File: src/rtl/dual_issue_split_pkg.sv
// Shared widths and FSM encodings for the dual-issue splitter.
// DS_R0_FILTER_EN (optional) drops hazards on writes to register 0.
package dual_issue_split_pkg;

  localparam int DS_AWIDTH  = 5;
  localparam int DS_IWIDTH  = 32;
  localparam int DS_PCWIDTH = 32;

  typedef enum logic {
    DS_PASS = 1'b0,
    DS_HOLD = 1'b1
  } ds_state_e;

endpackage

File: src/rtl/dual_issue_split_pair_hazard.sv
// Intra-pair RAW compare: slot 1 reads what slot 0 writes.
// DS_R0_FILTER_EN: a slot 0 write to register 0 never raises a hazard.
module pair_hazard #(
  parameter int AWIDTH = 5
) (
  input  logic              v0_i,
  input  logic              v1_i,
  input  logic              we_0_i,
  input  logic [AWIDTH-1:0] rd_0_i,
  input  logic [AWIDTH-1:0] rs_1_i,
  input  logic [AWIDTH-1:0] rt_1_i,
  input  logic              rs_use_1_i,
  input  logic              rt_use_1_i,
  output logic              hazard_o
);

  logic rd_live;
  logic rs_hit;
  logic rt_hit;

`ifdef DS_R0_FILTER_EN
  assign rd_live = |rd_0_i;
`else
  assign rd_live = 1'b1;
`endif

  assign rs_hit = rs_use_1_i & (rd_0_i == rs_1_i);
  assign rt_hit = rt_use_1_i & (rd_0_i == rt_1_i);

  assign hazard_o = v0_i & v1_i & we_0_i & rd_live
                  & (rs_hit | rt_hit);

endmodule

File: src/rtl/dual_issue_split.sv
// Issue-side pair splitter: one output register stage, RAW split via hold.
// DS_R0_FILTER_EN (optional) is applied inside pair_hazard.
module dual_issue_split
  import dual_issue_split_pkg::*;
#(
  parameter int AWIDTH  = DS_AWIDTH,
  parameter int IWIDTH  = DS_IWIDTH,
  parameter int PCWIDTH = DS_PCWIDTH
) (
  input  logic               ds_i_clk,
  input  logic               ds_i_rst,
  input  logic               ds_i_flush,
  input  logic               ds_i_valid,
  output logic               ds_o_ready,
  input  logic               ds_i_v0,
  input  logic               ds_i_v1,
  input  logic [IWIDTH-1:0]  ds_i_instr_0,
  input  logic [IWIDTH-1:0]  ds_i_instr_1,
  input  logic [PCWIDTH-1:0] ds_i_pc_0,
  input  logic [PCWIDTH-1:0] ds_i_pc_1,
  input  logic               ds_i_we_0,
  input  logic [AWIDTH-1:0]  ds_i_addr_rd_0,
  input  logic [AWIDTH-1:0]  ds_i_addr_rs_1,
  input  logic [AWIDTH-1:0]  ds_i_addr_rt_1,
  input  logic               ds_i_rs_use_1,
  input  logic               ds_i_rt_use_1,
  output logic               ds_o_valid,
  input  logic               ds_i_ready,
  output logic               ds_o_v0,
  output logic               ds_o_v1,
  output logic [IWIDTH-1:0]  ds_o_instr_0,
  output logic [IWIDTH-1:0]  ds_o_instr_1,
  output logic [PCWIDTH-1:0] ds_o_pc_0,
  output logic [PCWIDTH-1:0] ds_o_pc_1,
  output logic               ds_o_split
);

  ds_state_e          state_q, state_d;
  logic               valid_q, valid_d;
  logic               v0_q, v0_d;
  logic               v1_q, v1_d;
  logic               split_q, split_d;
  logic [IWIDTH-1:0]  instr0_q, instr0_d;
  logic [IWIDTH-1:0]  instr1_q, instr1_d;
  logic [PCWIDTH-1:0] pc0_q, pc0_d;
  logic [PCWIDTH-1:0] pc1_q, pc1_d;
  logic [IWIDTH-1:0]  hinstr_q, hinstr_d;
  logic [PCWIDTH-1:0] hpc_q, hpc_d;

  logic hazard;
  logic accept;
  logic drain;

  pair_hazard #(
    .AWIDTH(AWIDTH)
  ) u_hazard (
    .v0_i       (ds_i_v0),
    .v1_i       (ds_i_v1),
    .we_0_i     (ds_i_we_0),
    .rd_0_i     (ds_i_addr_rd_0),
    .rs_1_i     (ds_i_addr_rs_1),
    .rt_1_i     (ds_i_addr_rt_1),
    .rs_use_1_i (ds_i_rs_use_1),
    .rt_use_1_i (ds_i_rt_use_1),
    .hazard_o   (hazard)
  );

  assign ds_o_ready = (state_q == DS_PASS)
                    & (~valid_q | ds_i_ready)
                    & ~ds_i_flush;
  assign accept = ds_i_valid & ds_o_ready;
  assign drain  = valid_q & ds_i_ready;

  always_comb begin
    state_d  = state_q;
    valid_d  = valid_q;
    v0_d     = v0_q;
    v1_d     = v1_q;
    split_d  = split_q;
    instr0_d = instr0_q;
    instr1_d = instr1_q;
    pc0_d    = pc0_q;
    pc1_d    = pc1_q;
    hinstr_d = hinstr_q;
    hpc_d    = hpc_q;
    if (ds_i_flush) begin
      state_d  = DS_PASS;
      valid_d  = 1'b0;
      v0_d     = 1'b0;
      v1_d     = 1'b0;
      split_d  = 1'b0;
      hinstr_d = '0;
      hpc_d    = '0;
    end else begin
      unique case (state_q)
        DS_PASS: begin
          if (accept && hazard) begin
            valid_d  = 1'b1;
            v0_d     = 1'b1;
            v1_d     = 1'b0;
            split_d  = 1'b1;
            instr0_d = ds_i_instr_0;
            pc0_d    = ds_i_pc_0;
            instr1_d = '0;
            pc1_d    = '0;
            hinstr_d = ds_i_instr_1;
            hpc_d    = ds_i_pc_1;
            state_d  = DS_HOLD;
          end else if (accept) begin
            valid_d  = 1'b1;
            v0_d     = ds_i_v0;
            v1_d     = ds_i_v1;
            split_d  = 1'b0;
            instr0_d = ds_i_instr_0;
            instr1_d = ds_i_instr_1;
            pc0_d    = ds_i_pc_0;
            pc1_d    = ds_i_pc_1;
          end else if (drain) begin
            valid_d = 1'b0;
            v0_d    = 1'b0;
            v1_d    = 1'b0;
            split_d = 1'b0;
          end
        end
        DS_HOLD: begin
          // Held slot 1 always reissues in lane 0.
          if (drain) begin
            valid_d  = 1'b1;
            v0_d     = 1'b1;
            v1_d     = 1'b0;
            split_d  = 1'b1;
            instr0_d = hinstr_q;
            pc0_d    = hpc_q;
            instr1_d = '0;
            pc1_d    = '0;
            hinstr_d = '0;
            hpc_d    = '0;
            state_d  = DS_PASS;
          end
        end
        default: state_d = DS_PASS;
      endcase
    end
  end

  always_ff @(posedge ds_i_clk or negedge ds_i_rst) begin
    if (!ds_i_rst) begin
      state_q  <= DS_PASS;
      valid_q  <= 1'b0;
      v0_q     <= 1'b0;
      v1_q     <= 1'b0;
      split_q  <= 1'b0;
      instr0_q <= '0;
      instr1_q <= '0;
      pc0_q    <= '0;
      pc1_q    <= '0;
      hinstr_q <= '0;
      hpc_q    <= '0;
    end else begin
      state_q  <= state_d;
      valid_q  <= valid_d;
      v0_q     <= v0_d;
      v1_q     <= v1_d;
      split_q  <= split_d;
      instr0_q <= instr0_d;
      instr1_q <= instr1_d;
      pc0_q    <= pc0_d;
      pc1_q    <= pc1_d;
      hinstr_q <= hinstr_d;
      hpc_q    <= hpc_d;
    end
  end

  assign ds_o_valid   = valid_q;
  assign ds_o_v0      = v0_q;
  assign ds_o_v1      = v1_q;
  assign ds_o_split   = split_q;
  assign ds_o_instr_0 = instr0_q;
  assign ds_o_instr_1 = instr1_q;
  assign ds_o_pc_0    = pc0_q;
  assign ds_o_pc_1    = pc1_q;

endmodule

File: config.mk
export PLATFORM = sky130hd
export DESIGN_NAME = dual_issue_split
export DESIGN_NICKNAME = d
export VERILOG_FILES = /design/src/rtl/dual_issue_split_pkg.sv /design/src/rtl/dual_issue_split_pair_hazard.sv /design/src/rtl/dual_issue_split.sv
export SDC_FILE = /design/constraint.sdc
export NUM_CORES = 1
export LEC_CHECK = 0
export CAP_MARGIN = 20
export CORE_MARGIN = 5
export CORE_UTILIZATION = 50
export CTS_CLUSTER_SIZE = 8
export DETAILED_ROUTE_END_ITERATION = 6
export GPL_ROUTABILITY_DRIVEN = 0
export PLACE_DENSITY = 0.86
export SYNTH_ARGS = -nofsm -noshare
export SYNTH_HDL_FRONTEND = slang
export SYNTH_SLANG_ARGS = --single-unit
File: constraint.sdc
create_clock -name ds_i_clk -period 4.3 [get_ports ds_i_clk]
set_input_delay 0.86 -clock ds_i_clk [delete_from_list [all_inputs] [get_ports ds_i_clk]]
set_output_delay 0.86 -clock ds_i_clk [all_outputs]
set_load 0.01 [all_outputs]
==> impl_results.md, run 1 <==
- GRT Total Usage: 0.249
- YS warnings: 0
- RSZ-0062 raised after global routing: false
- Post-synth EDFFs: 0
- Routed via count: 7407
- FF+latch area: 4930 um2
- Core ar.: 17400 um2
- Net Count, Synth: roughly 1000
- CTS tree: yes
- Critical Path AT: roughly 2.5 ns
- Die Y: about 140 um
- Drt drc: 0
- Setup total negative slack: 0 ns
- Clock share of power: 0.340
- FFs w/ async S/R, synth: 1.00
- Root Buffer: clkbuf_16
- CTS Sinks: roughly 200
- Post-synth top area share: 0.552
- I/O pin total: roughly 290
- Post-CTS sizing: 0
- First-pass GRT wire length: ~40000 um
- Area Growth Syn to Fin: 39.8%
- Mean Syn Cell Area: around 10 um2
- Starting density of the core: 0.513
- 1st-iter DRT viols: approximately 540
- # setup viols final: 0
- Peak VDD IR: around 0.28 mV
- Slew margin rel.: 0.382
- PwrDens: 384 nW/um2
- Seq pwr share: 0.447
- Max Fclk: between 0.2 and 0.3 GHz
- Critical Path Source Type: primary input
- Net Sw Frac: 0.267
- Measured slew at the worst slew-check pin: slightly above 0.9 ns
- Top post-synthesis cells by count: dfrtp_1 (197), nand2_1 (197), mux2i_1 (99)
- Cell variety after synth: 31
- CP Data Required Time: 3.44 ns
- Leak Pwr: 5.22 nW
- Synth Flop Type: dfrtp_1
- Num CTS Buffers: 17
- # rows: 48
- #FFs+latches synth: about 200
- Die Wd: 144 um
- Setup repair bufs after CTS: 0
- WHS: between 0.4 and 0.5 ns
- Worst Hold Launch: ds_o_pc_0[16]
- 1st-pass router iterations: 5
- Sequential fraction of the synthesis area: 0.552
- Initial antenna violation count: 1
- Hold-fix buffers at CTS: 0
- Total Nets Final: 1252
- Top post-synthesis cells by area: dfrtp_1 (55%), mux2i_1 (11%), nand2_1 (8.3%)
- Placed instance area: 11900 um2
- GRT overflow: 0
- Die area: between 20000 and 25000 um2
- Vias in the first global route: 7407
- Critical path startpoint: ds_i_ready
- Worst-path fanout max: 4
- Detail Placement HPWL: 17500 um
- Post-route ant nets: 0
- P_int: 3.51 mW
- Final Hold Viols: 0
- Fraction of the cycle the final worst path needs: 0.786
- IO buf count: between 200 and 300
- CTS clk-pin slew, worst paths: 0.07 ns
- Clock tree buffer depth: 2
- Post-Syn Instances: 858
- Largest net degree at the start of global routing: 104
- Critical path type: primary input to output pin
- Vias per cell: approximately 5.5
- Share of cells above drive strength 1: 0.0683
- CP Capture Type: output pin
- Slew Viols, Final: 0
- HP Class: flip-flop to flip-flop
- Crit path time final: 3.38 ns
- Clock latency on the worst-skew pair: roughly 0.43 ns
- Number of H-tree levels: 4
- Mapped cell area: 8940 um2
- DR WL/cell: roughly 19 um
- Multi-input combinational cell area: between 3000 and 4000 um2
- Final non-filler cell area: approximately 12000 um2
- Synth area leader: dfrtp_1
- Clk_skew: roughly 0.013 ns
- Max_cap viols: 0
- Reg2reg start: state_q
- Routed Wire Length: roughly 26000 um
- Status: finished clean
- Combinational power share: 0.213
- Filler cells: approximately 1300
- Switch Pwr: roughly 1.3 mW
==> worst max-delay path, cell delays in order <==
cell,delay (ns)
clkdlybuf4s50_1,0.56
and2b_1,0.23
nor3_1,0.26
clkdlybuf4s50_1,0.61
==> through the flow <==
| stage | std cells | setup WS [ns] | util | total power, mW |
|---|---|---|---|---|
| 2_1_floorplan | 858 | 1.89 | - | 2.53 |
| 3_3_place_gp | 1305 | 0.941 | 0.683 | 3.18 |
| 3_5_place_dp | 1305 | 0.883 | 0.683 | 3.21 |
| 4_1_cts | 1337 | 0.903 | 0.717 | 4.83 |
| 5_1_grt | 1338 | 0.851 | 0.717 | 5.00 |
| 6_report | 1338 | 0.921 | 0.717 | 4.80 |
==> state kept, by name (all words and copies together) (netlist names) <==
register / cells
ds_o_instr_0: 32
ds_o_instr_1: 32
ds_o_pc_0: 32
ds_o_pc_1: 32
hinstr_q: 32
hpc_q: 32
ds_o_split: 1
ds_o_v0: 1
ds_o_v1: 1
ds_o_valid: 1
state_q: 1
==> power by group through the flow <==
stage	clock network, mW	registers, mW	logic (mW)
after floorplan	0	2.26	0.272
after global placement	0	2.17	1.01
after detailed placement	0	2.18	1.03
after CTS	1.65	2.14	1.03
after global routing	1.73	2.17	1.10
final	1.63	2.14	1.02
==> worst paths after layout <==
check                             endpoint  slack, ns  depth (start not counted)
max                             ds_o_ready       0.92                          4
min                          ds_o_pc_0[16]       0.48                          2
max reg2reg                   hinstr_q[14]       1.58                          6
min reg2reg                  ds_o_pc_0[16]       0.48                          2
max in group asynchronous  ds_o_instr_0[1]       2.91                          2
min in group asynchronous  ds_o_instr_1[7]       0.52                          1
==> area by class of cell <==
| cell class | count | area share |
|---|---|---|
| clock buffer | 20 | 0.0366 |
| sequential | 197 | 0.395 |
| inverter | 32 | 0.00962 |
| multi-input combinational | 551 | 0.284 |
| timing repair buffer | 300 | 0.240 |
| antenna | 1 | 0.000200 |
| tap | 225 | 0.0225 |
| clock inverter | 12 | 0.0115 |
==> layout by cell type, fill, tap and decap left out, types with 2 or more instances in the layout <==
cell / synthesis / final
nand4_1: 2 / 2
a32o_1: 34 / 34
dfrtp_1: 197 / 196
nor3_1: 33 / 33
buf_12: 0 / 3
nor2_1: 3 / 3
mux2i_1: 99 / 99
o31ai_1: 2 / 2
o41ai_1: 11 / 11
nand2_1: 197 / 197
bufinv_16: 0 / 2
clkdlybuf4s50_1: 0 / 283
inv_1: 32 / 32
o41ai_2: 20 / 20
clkbuf_16: 0 / 17
o21ai_0: 95 / 95
inv_6: 0 / 3
clkbuf_8: 0 / 3
clkinv_4: 0 / 3
nand3_1: 31 / 31
clkinvlp_4: 0 / 2
buf_4: 0 / 12
xnor2_1: 10 / 10
==> kinds of logic (layout without fill, tap and decap cells) <==
kind of cell	after synthesis	after routing	share of synthesized area
AO/OA/AOI/OAI	170	170	0.147
other	0	1	0
AND/OR/NAND/NOR	272	272	0.126
buffers and inverters	110	364	0.0538
flip-flops	197	197	0.552
multiplexers	99	99	0.111
XOR/XNOR	10	10	0.00980
==> layer usage <==
metal	vias to the layer above	GRT usage	routed length [um]
met5	-	0	0
met4	0	0.108	995
met3	60	0.0569	1870
met2	286	0.405	12800
met1	3587	0.322	10100
li1	3474	-	-
(Power assumes the default switching activity.)
==> inputs of run 2 (changes only) <==
--- a/config.mk
+++ b/config.mk
@@ -7,11 +7,11 @@
 export LEC_CHECK = 0
 export CAP_MARGIN = 20
 export CORE_MARGIN = 5
-export CORE_UTILIZATION = 50
+export CORE_UTILIZATION = 42
 export CTS_CLUSTER_SIZE = 8
 export DETAILED_ROUTE_END_ITERATION = 6
 export GPL_ROUTABILITY_DRIVEN = 0
-export PLACE_DENSITY = 0.86
+export PLACE_DENSITY = 0.77
 export SYNTH_ARGS = -nofsm -noshare
 export SYNTH_HDL_FRONTEND = slang
 export SYNTH_SLANG_ARGS = --single-unit
==> constraint.sdc (replaced) <==
create_clock -name ds_i_clk -period 3 [get_ports ds_i_clk]
set_input_delay 0.6 -clock ds_i_clk [delete_from_list [all_inputs] [get_ports ds_i_clk]]
set_output_delay 0.6 -clock ds_i_clk [all_outputs]
set_load 0.01 [all_outputs]
==> run 2 against run 1 <==
Core utilization fell by 12 points. Clock power increased by 40%. Combinational power up 43%. Die area rose by 18%. Largest power group unchanged. Register-to-register slack got worse by 0.69 ns. Clock skew decreased by 0.0016 ns. Flip-flop and latch count unchanged. Clock-buffer cell count decreased by 1. Highest routed layer unchanged. Sequential power up 43%. Cell area is 0.88% higher. Via count decreased by 0.88%.
==> impl_results.md, run 2 (synthesis gave the netlist of run 1 again) <==
- Status: finished clean
- Vias per cell: around 5.3
- GRT Total Usage: 0.208
- N_diodes: 0
- IO buf count: 285
- Die area: 24300 um2
- Slew Viols, Final: 0
- Setup repair bufs after CTS: 0
- Setup slack at placement: between 0.3 and 0.4 ns
- RSZ-0062 raised after global routing: false
- Number of H-tree levels: 4
- HP Class: primary input to asynchronous set/reset pin
- Share of cells above drive strength 1: 0.0717
- Slowest CP cell: clkdlybuf4s50_1
- Most common cell after layout, fill and taps aside: clkdlybuf4s50_1
- Final setup margin: 0.313 ns
- CTS clk-pin slew, worst paths: approximately 0.08 ns
- Crit path time final: about 2.7 ns
- # rows: 53
- GRT overflow: 0
- Net Sw Frac: 0.275
- Final Hold Viols: 0
- Routed via count: roughly 7300
- Largest net degree at the start of global routing: around 180
- Max Fclk: about 0.37 GHz
- Measured slew at the worst slew-check pin: ~0.84 ns
- Switch Pwr: around 1.9 mW
- Clock latency on the worst-skew pair: between 0.4 and 0.5 ns
- DR WL/cell: between 15 and 20 um
- Root Buffer: clkbuf_16
- Seq pwr share: 0.450
- Max_cap viols: 0
- Highest-count cells in the layout ignoring fill and taps: clkdlybuf4s50_1 (283), nand2_1 (197), dfrtp_1 (196)
- Drt drc: 0
- Detail Placement HPWL: between 15000 and 20000 um
- CTS Sinks: between 150 and 200
- Routed Wire Length: approximately 26000 um
- Post-CTS sizing: 0
- 1st-iter DRT viols: roughly 490
- Leak Pwr: ~5.2 nW
- Critical path type: primary input to output pin
- Critical Path Source Type: primary input
- Critical Path AT: 2.09 ns
- Post-route ant nets: 0
- CP Data Required Time: between 2 and 2.5 ns
- Starting density of the core: 0.426
- Fraction of the cycle the final worst path needs: 0.896
- CTS tree: yes
- Power after layout: 6.82 mW
- Total Nets Final: approximately 1300
- PwrDens: about 540 nW/um2
- P_int: around 5 mW
- Cells along the critical path: clkdlybuf4s50_1 > and2b_1 > nor3_1 > clkdlybuf4s50_1
- I/O pin total: ~290
- Peak VDD IR: 0.367 mV
- CP peak stage delay: 0.67 ns
- Die Y: between 150 and 200 um
- Clock tree buffer depth: 2
- Delay-heaviest family, CP: buffers and inverters
- First-pass GRT wire length: 40400 um
- Clk_skew: 0.0117 ns
- Vias in the first global route: 7258
- Buffers & Inverters on Critical Path: 2
- Worst-path fanout max: 3
- Clock share of power: 0.336
- Core ar.: 21000 um2
- Num CTS Buffers: 17
- CP Capture Type: output pin
- Area Growth Syn to Fin: 41.0%
- Initial antenna violation count: 0
- Combinational power share: 0.215
- Hold-fix buffers at CTS: 0
- 1st-pass router iterations: 5
- Slew margin rel.: 0.441
- CP most frequent cell: clkdlybuf4s50_1
- Die Wd: 156 um
- # setup viols final: 0
- Setup total negative slack: 0 ns
-- run 2: cell types whose count changed in the layout (fill, tap and decap cells not counted) --
cell	before	now
buf_12	3	6
clkinv_4	3	5
inv_8	1	3
buf_4	12	13
bufinv_16	2	1
clkbuf_8	3	2
clkinv_2	1	0
diode_2	1	0
inv_6	3	2
-- run 2: area by class of cell --
| cell class | count | area (um2) |
|---|---|---|
| fill | 1792 | 8350 |
| sequential | 197 | 4930 |
| multi-input combinational | 551 | 3550 |
| timing repair buffer | 304 | 3070 |
| clock buffer | 19 | 443 |
| tap | 275 | 344 |
| clock inverter | 13 | 140 |
| inverter | 32 | 120 |
-- run 2: power groups by stage --
stage                     logic [mW]  registers, mW  clock network, mW
after floorplan                0.390           3.24                  0
after global placement          1.46           3.11                  0
after CTS                       1.49           3.07               2.34
after detailed placement        1.48           3.12                  0
after global routing            1.58           3.10               2.45
final                           1.46           3.07               2.29
-- run 2: path summary, 6_finish.rpt --
path / startpoint / slack, ns / depth (start not counted) / end
worst max-delay path: ds_i_ready / 0.31 / 4 / ds_o_ready
worst min-delay path: ds_i_rst / 0.15 / 1 / ds_o_instr_1[8]
worst max register to register: ds_o_valid / 0.89 / 6 / ds_o_v0
worst min register to register: ds_o_instr_0[16] / 0.48 / 2 / ds_o_instr_0[16]
max in group asynchronous: ds_i_rst / 2.12 / 2 / ds_o_pc_1[12]
min in group ds_i_clk: ds_o_instr_0[16] / 0.48 / 2 / ds_o_instr_0[16]
-- run 2: through the flow --
step                utilization  instances  hold slack, ns  instance area (um2)
floorplan                     -        858           0.304                 8940
global placement          0.574       1359           0.457                12000
detailed placement        0.574       1359           0.463                12000
CTS                       0.601       1391           0.161                12600
global route              0.601       1391           0.187                12600
finish                    0.601       1391           0.153                12600
-- run 2: per-layer routing --
metal	vias to the layer above	share of wire	GRT usage
met5	-	0	0
met1	3583	0.42	0.281
met2	242	0.48	0.330
met4	0	0.027	0.0750
li1	3477	-	-
met3	40	0.067	0.0483
